File: config.mk
export PLATFORM = sky130hd
export DESIGN_NAME = fpu_scoreboard
export DESIGN_NICKNAME = d
export VERILOG_FILES = /design/src/rtl/fpu_scoreboard.sv
export SDC_FILE = /design/constraint.sdc
export NUM_CORES = 1
export LEC_CHECK = 0
export BUFFER_PORTS_ARGS = -buffer_cell sky130_fd_sc_hd__buf_4
export CAP_MARGIN = 20
export CORE_UTILIZATION = 43
export DETAILED_ROUTE_END_ITERATION = 8
export REMOVE_ABC_BUFFERS = 1
export SETUP_SLACK_MARGIN = 0.2
export SYNTH_ARGS = -nofsm -noshare
export SYNTH_HDL_FRONTEND = slang
export SYNTH_SLANG_ARGS = --single-unit
File: constraint.sdc
create_clock -name clk -period 10.99 [get_ports clk]
set_input_delay 0.5495 -clock clk [delete_from_list [all_inputs] [get_ports clk]]
set_output_delay 0.5495 -clock clk [all_outputs]
set_load 0.005 [all_outputs]
File: src/rtl/fpu_scoreboard.sv
// fpu_scoreboard
//   Result-consuming stage sitting behind the fpu and the golden-model checker.
//   Every issued operation is captured together with its golden result in an
//   expectation FIFO. A LATENCY-deep "due" shift register marks the cycle in
//   which the fpu result for that issue is on in_fpuout. In that cycle the FIFO
//   head is popped and compared. The block keeps pass/fail statistics, captures
//   the first mismatch, and runs a drain/verdict FSM once the generator ends.
//
//   Parameters
//     LATENCY  cycles from issue to valid fpu result (1..DEPTH)
//     DEPTH    expectation FIFO entries (power of two)
//     CNT_W    statistic counter width
//
//   Ports
//     clk, reset             clock, synchronous active-high reset
//     in_valid, in_op,
//     in_opA, in_opB         issued operation
//     in_golden              golden result, valid alongside in_valid
//     in_fpuout              raw fpu result bus
//     in_end                 generator finished issuing (pulse)
//     checks_cnt, fail_cnt   comparisons performed / mismatches (saturating)
//     first_fail_*           sticky capture of the first mismatch
//     sb_err                 sticky FIFO overflow/underflow or late issue
//     done, pass             verdict
//     op_fail_cnt            per-op mismatch counters, 8 x CNT_W
//                            (only when FPU_SB_OPHIST_EN is defined)
module fpu_scoreboard #(
    parameter int LATENCY = 4,
    parameter int DEPTH   = 8,
    parameter int CNT_W   = 32
) (
    input  logic              clk,
    input  logic              reset,
    input  logic              in_valid,
    input  logic [2:0]        in_op,
    input  logic [31:0]       in_opA,
    input  logic [31:0]       in_opB,
    input  logic [31:0]       in_golden,
    input  logic [31:0]       in_fpuout,
    input  logic              in_end,
    output logic [CNT_W-1:0]  checks_cnt,
    output logic [CNT_W-1:0]  fail_cnt,
    output logic              first_fail_valid,
    output logic [2:0]        first_fail_op,
    output logic [31:0]       first_fail_opA,
    output logic [31:0]       first_fail_opB,
    output logic [31:0]       first_fail_exp,
    output logic [31:0]       first_fail_got,
    output logic              sb_err,
    output logic              done,
    output logic              pass
`ifdef FPU_SB_OPHIST_EN
    ,
    output logic [8*CNT_W-1:0] op_fail_cnt
`endif
);

    localparam int AW = (DEPTH > 1) ? $clog2(DEPTH) : 1;
    localparam int EW = 3 + 32 * 3;
    localparam logic [AW:0] FULL_LVL = (AW + 1)'(DEPTH);

    typedef enum logic [1:0] {
        S_IDLE  = 2'd0,
        S_RUN   = 2'd1,
        S_DRAIN = 2'd2,
        S_DONE  = 2'd3
    } state_t;

    function automatic logic is_nan(input logic [31:0] x);
        return (x[30:23] == 8'hFF) && (x[22:0] != 23'd0);
    endfunction

    function automatic logic is_zero(input logic [31:0] x);
        return x[30:0] == 31'd0;
    endfunction

    // Bit-exact, or any NaN against any NaN, or +0 against -0.
    function automatic logic fp_match(input logic [31:0] exp_v, input logic [31:0] got_v);
        return (exp_v == got_v)
            || (is_nan(exp_v) && is_nan(got_v))
            || (is_zero(exp_v) && is_zero(got_v));
    endfunction

    function automatic logic [CNT_W-1:0] sat_inc(input logic [CNT_W-1:0] v);
        return (&v) ? v : v + CNT_W'(1);
    endfunction

    function automatic logic [AW-1:0] ptr_inc(input logic [AW-1:0] p);
        return (p == AW'(DEPTH - 1)) ? '0 : p + AW'(1);
    endfunction

    state_t            state;
    state_t            state_nxt;
    logic [LATENCY-1:0] due_pipe;
    logic [EW-1:0]     mem [DEPTH];
    logic [AW-1:0]     wr_ptr;
    logic [AW-1:0]     rd_ptr;
    logic [AW:0]       count;

    logic              accepting;
    logic              issue;
    logic              ignored_issue;
    logic              due;
    logic              empty;
    logic              full;
    logic              push;
    logic              pop;
    logic              overflow;
    logic              underflow;
    logic              mismatch;
    logic [EW-1:0]     head;
    logic [2:0]        head_op;
    logic [31:0]       head_opA;
    logic [31:0]       head_opB;
    logic [31:0]       head_golden;

    // Issues are only taken while the generator is still running; anything
    // arriving during drain or after the verdict is a protocol error.
    assign accepting     = (state == S_IDLE) || (state == S_RUN);
    assign issue         = in_valid && accepting;
    assign ignored_issue = in_valid && !accepting;

    assign due   = due_pipe[LATENCY-1];
    assign empty = (count == '0);
    assign full  = (count == FULL_LVL);

    // A same-cycle pop frees the slot, so a push into a full FIFO is still
    // legal when the head is leaving.
    assign pop       = due && !empty;
    assign push      = issue && (!full || pop);
    assign overflow  = issue && full && !pop;
    assign underflow = due && empty;

    assign head        = mem[rd_ptr];
    assign head_op     = head[98:96];
    assign head_opA    = head[95:64];
    assign head_opB    = head[63:32];
    assign head_golden = head[31:0];
    assign mismatch    = pop && !fp_match(head_golden, in_fpuout);

    // Issue stage: due shift register. The due pulse tracks every accepted
    // issue, including ones dropped on overflow, so the underflow that follows
    // a dropped entry is also flagged.
    generate
        if (LATENCY == 1) begin : g_due_one
            always_ff @(posedge clk) begin
                if (reset) due_pipe <= '0;
                else       due_pipe <= issue;
            end
        end else begin : g_due_many
            always_ff @(posedge clk) begin
                if (reset) due_pipe <= '0;
                else       due_pipe <= {due_pipe[LATENCY-2:0], issue};
            end
        end
    endgenerate

    // Expectation storage: payload only, validity is carried by count.
    always_ff @(posedge clk) begin
        if (push) mem[wr_ptr] <= {in_op, in_opA, in_opB, in_golden};
    end

    // Compare stage: FIFO control, statistics and first-mismatch capture.
    always_ff @(posedge clk) begin
        if (reset) begin
            wr_ptr           <= '0;
            rd_ptr           <= '0;
            count            <= '0;
            checks_cnt       <= '0;
            fail_cnt         <= '0;
            first_fail_valid <= 1'b0;
            first_fail_op    <= '0;
            first_fail_opA   <= '0;
            first_fail_opB   <= '0;
            first_fail_exp   <= '0;
            first_fail_got   <= '0;
            sb_err           <= 1'b0;
        end else begin
            if (push) wr_ptr <= ptr_inc(wr_ptr);
            if (pop)  rd_ptr <= ptr_inc(rd_ptr);
            if (push && !pop)      count <= count + (AW + 1)'(1);
            else if (pop && !push) count <= count - (AW + 1)'(1);
            if (pop) checks_cnt <= sat_inc(checks_cnt);
            if (mismatch) begin
                fail_cnt <= sat_inc(fail_cnt);
                if (!first_fail_valid) begin
                    first_fail_valid <= 1'b1;
                    first_fail_op    <= head_op;
                    first_fail_opA   <= head_opA;
                    first_fail_opB   <= head_opB;
                    first_fail_exp   <= head_golden;
                    first_fail_got   <= in_fpuout;
                end
            end
            if (overflow || underflow || ignored_issue) sb_err <= 1'b1;
        end
    end

`ifdef FPU_SB_OPHIST_EN
    always_ff @(posedge clk) begin
        if (reset) begin
            op_fail_cnt <= '0;
        end else if (mismatch) begin
            for (int i = 0; i < 8; i++) begin
                if (head_op == 3'(i))
                    op_fail_cnt[i*CNT_W +: CNT_W] <= sat_inc(op_fail_cnt[i*CNT_W +: CNT_W]);
            end
        end
    end
`endif

    // Verdict FSM: state register.
    always_ff @(posedge clk) begin
        if (reset) state <= S_IDLE;
        else       state <= state_nxt;
    end

    // Verdict FSM: next state. in_end wins over in_valid in IDLE.
    always_comb begin
        state_nxt = state;
        case (state)
            S_IDLE: begin
                if (in_end)        state_nxt = S_DRAIN;
                else if (in_valid) state_nxt = S_RUN;
            end
            S_RUN: begin
                if (in_end) state_nxt = S_DRAIN;
            end
            S_DRAIN: begin
                if (empty && (due_pipe == '0)) state_nxt = S_DONE;
            end
            default: state_nxt = S_DONE;
        endcase
    end

    // Verdict FSM: outputs.
    always_comb begin
        done = (state == S_DONE);
        pass = (state == S_DONE) && (fail_cnt == '0) && !sb_err;
    end

endmodule
==> results of run 1 <==
power by group:
group	total, mW	leakage, nW	switching, mW	internal [mW]
Sequential	4.22	8.91	0.0271	4.19
Combinational	0.341	4.19	0.207	0.134
Clock	3.61	1.76	1.51	2.10
Total	8.17	14.9	1.74	6.43
metrics by stage:
step / instance area, um^2 / instances / total power [mW] / hold slack, ns / setup slack (ns)
6_report: 46100 / 3877 / 8.17 / 0.0843 / 3.92
5_1_grt: 46100 / 3875 / 8.43 / 0.0602 / 3.51
4_1_cts: 46000 / 3873 / 8.25 / 0.0396 / 3.78
3_5_place_dp: 42400 / 3668 / 4.65 / 0.450 / 3.90
3_3_place_gp: 42400 / 3668 / 4.63 / 0.447 / 4.00
2_1_floorplan: 38200 / 2138 / 4.48 / 0.439 / -4.00
kinds of logic after synthesis:
logic type      Yosys count
buf+inv                 138
fa+ha+maj                11
mux                     326
xor+xnor                 56
compound gates          226
flops                  1008
simple gates            501
cell usage after synthesis (all sizes together), types with 2 or more instances:
| library cell | instances | area share, % |
|---|---|---|
| inv | 10 | 0.097 |
| a211oi | 88 | 1.7 |
| nor3 | 16 | 0.21 |
| o2111ai | 3 | 0.068 |
| nand4 | 29 | 0.47 |
| xnor2 | 16 | 0.36 |
| o41ai | 2 | 0.045 |
| clkbuf | 74 | 0.72 |
| nand2 | 121 | 1.2 |
| nor4b | 2 | 0.045 |
| mux4 | 178 | 10 |
| dfxtp | 216 | 11 |
| o22ai | 3 | 0.048 |
| nor2 | 177 | 1.7 |
| ha | 10 | 0.32 |
| and2 | 10 | 0.16 |
| mux2 | 19 | 0.55 |
| nor2b | 16 | 0.26 |
| nand2b | 4 | 0.065 |
| nand3b | 2 | 0.039 |
| o31ai | 17 | 0.33 |
| nand3 | 37 | 0.48 |
| o21ai | 12 | 0.16 |
| buf | 54 | 0.78 |
| xor2 | 40 | 0.90 |
| and3 | 21 | 0.34 |
| o211ai | 2 | 0.039 |
| or4 | 18 | 0.35 |
| nor3b | 4 | 0.078 |
| a22o | 6 | 0.14 |
| or3 | 13 | 0.21 |
| edfxtp | 792 | 61 |
| a22oi | 14 | 0.27 |
| nor4 | 29 | 0.48 |
| mux2i | 129 | 3.3 |
| a21oi | 76 | 0.98 |
| and4 | 2 | 0.045 |
worst max-delay path by stage:
stage	endpoint	slack [ns]	from
3_5_place_dp	first_fail_opA[19]	3.90	flop
6_report	first_fail_opB[2]	3.92	flop
2_1_floorplan	first_fail_exp[18]	-4.00	flop
5_1_grt	first_fail_opA[19]	3.51	flop
3_3_place_gp	first_fail_exp[18]	4.00	flop
4_1_cts	first_fail_opB[2]	3.78	flop
placed cells by master, fill, tap and decap left out, types with 6 or more instances in the layout:
master	Yosys	final
xnor2_1	16	16
mux2_2	19	19
or3_1	13	13
mux4_2	178	178
clkinv_1	0	13
clkbuf_16	0	109
buf_4	8	363
xor2_1	40	40
nor2_1	177	174
o31ai_1	17	17
clkbuf_8	0	18
nor3_1	16	14
and2_1	10	10
a21oi_1	76	76
a22o_1	6	6
nand2_1	121	121
nor2b_1	16	16
dfxtp_1	216	213
mux2i_1	128	128
clkinv_2	0	19
edfxtp_1	792	792
o21ai_0	11	11
a211oi_1	87	87
nand3_1	37	36
ha_1	10	10
nand4_1	29	29
clkbuf_1	74	25
nor4_1	28	28
a22oi_1	14	14
bufinv_16	0	6
and3_1	21	20
inv_1	10	10
or4_1	18	18
flip-flops by register name, summed over array words and instances, names as in the netlist, named ones only:
| signal | flops |
|---|---|
| first_fail_opB | 32 |
| first_fail_valid | 1 |
| first_fail_got | 32 |
| mem | 792 |
| first_fail_opA | 32 |
| sb_err | 1 |
| wr_ptr | 3 |
| state | 2 |
| rd_ptr | 3 |
| first_fail_exp | 32 |
| checks_cnt | 32 |
| due_pipe | 4 |
| fail_cnt | 32 |
| count | 4 |
| first_fail_op | 3 |
final cells by class:
type | instances | area (um^2)
fill | 7160 | 42700
inverter | 10 | 37.5
multi-input combinational | 1120 | 10100
antenna | 3 | 7.51
timing repair buffer | 366 | 2780
sequential | 1008 | 28100
tap | 1165 | 1460
clock buffer | 152 | 3060
clock inverter | 53 | 537
layer usage:
metal / wire length [um] / track usage, % / share of wire, % / vias to the layer above
li1: - / - / - / 9673
met1: 40700 / 28.3 / 42 / 11100
met2: 45900 / 33.6 / 48 / 724
met3: 7640 / 5.65 / 7.9 / 144
met4: 1990 / 5.81 / 2.1 / 24
met5: 156 / 0 / 0.16 / -
worst reg2reg max path: stages, from the launching register on:
cell	delay, ns
dfxtp_4	0.66
buf_4	0.63
buf_4	1.02
mux4_2	0.51
mux2i_1	0.39
o2111ai_1	0.21
or3_1	0.41
nor4_2	0.44
mux2i_1	0.52
and3_4	0.76
buf_4	0.89
nor2_1	0.25
a211oi_1	0.29
==> qor.csv, run 1 <==
metric;value;unit
antenna_found_initial;15;
portBuffers;333;
maxCapViolations;0;
first_iter_violations;1665;
routabilityCongestion;0.794;
clock-root-buffer;clkbuf_16;
ys_types;48;
finalSetupViolCount;0;
wl_per_cell;24.9;um
timing.fmax;142;MHz
cp_common_cell;buf_4;
cp_slowest_cell;buf_4;
vias;21700;
hp-start;in_opA[18];
core_area;88800;um^2
clk_path_buf_depth;3;
synth-seq-cells;1008;
post_cts_resized;0;
rr_endpoint;first_fail_opB[2];
fin_util;51.9;%
cts_setup_buffers;0;
r2r_slack;3.92;ns
crit_chain;buf_4 -> buf_4 -> mux4_2 -> mux2i_1 -> o2111ai_1 -> or3_1 -> nor4_2 -> mux2i_1 -> and3_4 -> buf_4 -> nor2_1 -> a211oi_1;
worstHoldPathCells;1;
startpoint_type;flop;
maxSlewHeadroom;22.6;%
post-route-period-util;64.3;%
clkSlewWorstSetupHoldPaths;0.06;ns
ys_warn_count;0;
fin_skew;0.0328;ns
cp-end-kind;flop;
critPathKind;reg -> reg;
fp.dieH;302;um
status;finished clean;
ys_seq_area_share;72.6;%
async_flop_share;0;%
synthSimpleGateAreaFrac;6.11;%
powerDensity;177;nW/um^2
path_depth;12;
place_hpwl;56400;um
synth_enable_flop_cells;792;
cts_tree;yes;
total_leakage_power;14.9;nW
hold_path.class;in -> reg;
tns;0;ns
synthAdderAreaFrac;0.375;%
hold_viol;0;
worstPathRequired;11.57;ns
period_needed;7.07;ns
whs_endpoint;mem[4][82];
row_count;109;
clkLatencyLatePin;0.69;ns
critPathArrivalTime;7.65;ns
die_x;302;um
antenna_left;0;
cts_hold_buffers;0;
grt_first_pass_wirelength;141000;um
cts_made_buffers;108;
synth_top_family_by_area;multiplexers;
syn_to_final_growth;18.9;%
synth_compound_area_share;3.85;%
path_delay_family;buffers and inverters;
h-tree-depth;3;
grt_use_total;21.0;%
muxShareOfSynthArea;14.2;%
netlist_instances;2266;
synthFlopType;edfxtp_1;
die_area;91300;um^2
worst-path-buf-inv;3;
cp_max_fo;85;
drt_first_pass_iters;5;
slowest_delay;0.96;ns
r2r_cells;12;
max_slew.worst_pin.slew;1.16;ns
grt_max_degree;117;
grt.overflow.total;0;
start_util;43.6;%
grt_pass1_vias;21800;
syn_avg_cell_area;17.1;um^2
drc;0;
io_pins;334;
num-nets-final;2760;
cts.sinks;1008;
drive_gt1_share;27.6;%
syn_area;38700;um^2
slew_viol_final;0;
max-vdd-ir-drop;0.133;mV
synthXorXnorAreaFrac;1.27;%
wirelength;96300;um
rsz0062_at_grt;false;
routed_via_density;5.60;
(Power assumes the default switching activity.)
==> run 2, diff against run 1 <==
==> constraint.sdc (replaced) <==
create_clock -name clk -period 6.1 [get_ports clk]
set_input_delay 0.305 -clock clk [delete_from_list [all_inputs] [get_ports clk]]
set_output_delay 0.305 -clock clk [all_outputs]
set_load 0.005 [all_outputs]
==> qor.csv, run 2 (synthesis results as in run 1) <==
metric;value;unit
status;finished clean;
post-route-period-util;81.5;%
power;14.8;mW
antenna_found_initial;10;
powerDensity;312;nW/um^2
drt_first_pass_iters;6;
grt_first_pass_wirelength;141000;um
slowest_delay;0.84;ns
wirelength;95200;um
clkSlewWorstSetupHoldPaths;0.06;ns
clock-root-buffer;clkbuf_16;
clkLatencyLatePin;0.68;ns
wl_per_cell;23.6;um
fp.dieH;302;um
hp-start;reset;
cts_tree;yes;
io_pins;334;
start_util;43.6;%
portBuffers;333;
grt_pass1_vias;22300;
maxSlewHeadroom;27.5;%
grt.overflow.total;0;
startpoint_type;flop;
post_cts_resized;0;
critPathKind;reg -> reg;
max_slew.worst_pin.slew;1.09;ns
stdcell_area;47600;um^2
vias;22100;
syn_to_final_growth;22.9;%
cts_made_buffers;107;
critPathArrivalTime;5.53;ns
maxCapViolations;0;
final_common_cell;edfxtp_1;
cp-end-kind;flop;
hold_viol;0;
dp.cells;3682;
layoutNonFillerInstCount;4024;
period_needed;4.97;ns
fin_util;53.6;%
finalSetupViolCount;0;
drc;0;
num-nets-final;2905;
path_delay_family;simple AND/OR/NAND/NOR gates;
crit_chain;buf_4 -> mux4_2 -> mux2i_1 -> buf_4 -> nand4_1 -> or3_1 -> nor4_2 -> mux2i_1 -> and3_4 -> buf_12 -> nor2_1 -> a211oi_1;
largest_reg_flops;792;
routed_via_density;5.50;
largest_register;mem;
layout_common_cells;edfxtp_1, buf_4, dfxtp_1, mux4_2, nor2_1;
grt_max_degree;127;
die_area;91300;um^2
cts.sinks;1008;
total_leakage_power;15.5;nW
rsz0062_at_grt;false;
slew_viol_final;0;
drive_gt1_share;26.6;%
place_area;42700;um^2
place_hpwl;55100;um
max-vdd-ir-drop;0.307;mV
antenna_left;0;
core_area;88800;um^2
cp_max_fo;55;
row_count;109;
routabilityCongestion;0.830;
r2r_slack;1.13;ns
h-tree-depth;3;
fin_skew;0.0436;ns
die_x;302;um
clk_path_buf_depth;3;
worstPathRequired;6.67;ns
first_iter_violations;1603;
grt_use_total;20.8;%
cp_slowest_cell;dfxtp_4;
timing.fmax;201;MHz
worst-path-buf-inv;3;
hold_path.class;in -> reg;
-- run 2: changes by cell type in the layout (fill, tap and decap cells not counted), sizes merged --
cell,before,now
inv,16,13
diode,3,6
buf,365,378
clkinv,37,32
bufinv,6,10
clkbuf,153,155
dlygate4sd3,0,133
-- run 2: path summary, 6_finish.rpt --
path | endpoint | depth (start not counted)
hold reg to reg | first_fail_exp[8] | 2
hold / removal | fail_cnt[9] | 2
setup reg to reg | first_fail_opB[10] | 12
setup / recovery | first_fail_opB[10] | 12
-- run 2: per-layer routing --
metal  GRT usage [%]  vias to the layer above  wire, um
met5               0                        -        76
met4            5.28                       12      1930
met3            4.33                      140      5540
met2            34.2                      629     46200
met1            28.3                    11400     41500
li1                -                     9962         -
-- run 2: power breakdown --
| part | switching (mW) | internal, mW |
|---|---|---|
| Clock | 2.65 | 3.89 |
| Sequential | 0.0477 | 7.55 |
| Combinational | 0.395 | 0.304 |
| Total | 3.09 | 11.7 |
-- run 2: repair_timing --
item / in CTS / in global routing
hold buffers: 133 / 0
hold endpoints to repair: 828 / 0
buffers inserted: 0 / 0
-- run 2: worst reg2reg max path: cells and delay by family, from the launching register on --
kind,cells,cell delay [ns]
simple gates,5,1.65
mux,3,1.22
buf+inv,3,0.91
flops,1,0.84
compound gates,1,0.25
-- run 2: cell type report --
cell class | count | area, um^2
timing repair buffer | 512 | 4310
antenna | 6 | 15.0
sequential | 1008 | 28100
tap | 1165 | 1460
multi-input combinational | 1120 | 10100
inverter | 10 | 37.5
clock inverter | 49 | 581
fill | 7028 | 41200
clock buffer | 154 | 3030
-- run 2: per-stage QoR --
step / setup WS, ns / TNS (ns) / hold WS [ns]
after global routing: 0.728 / 0 / 0.368
after global placement: 1.05 / 0 / 0.447
after detailed placement: 1.08 / 0 / 0.449
final: 1.13 / 0 / 0.395
after floorplan: -8.89 / -3040.78 / 0.370
after CTS: 1.02 / 0 / 0.348
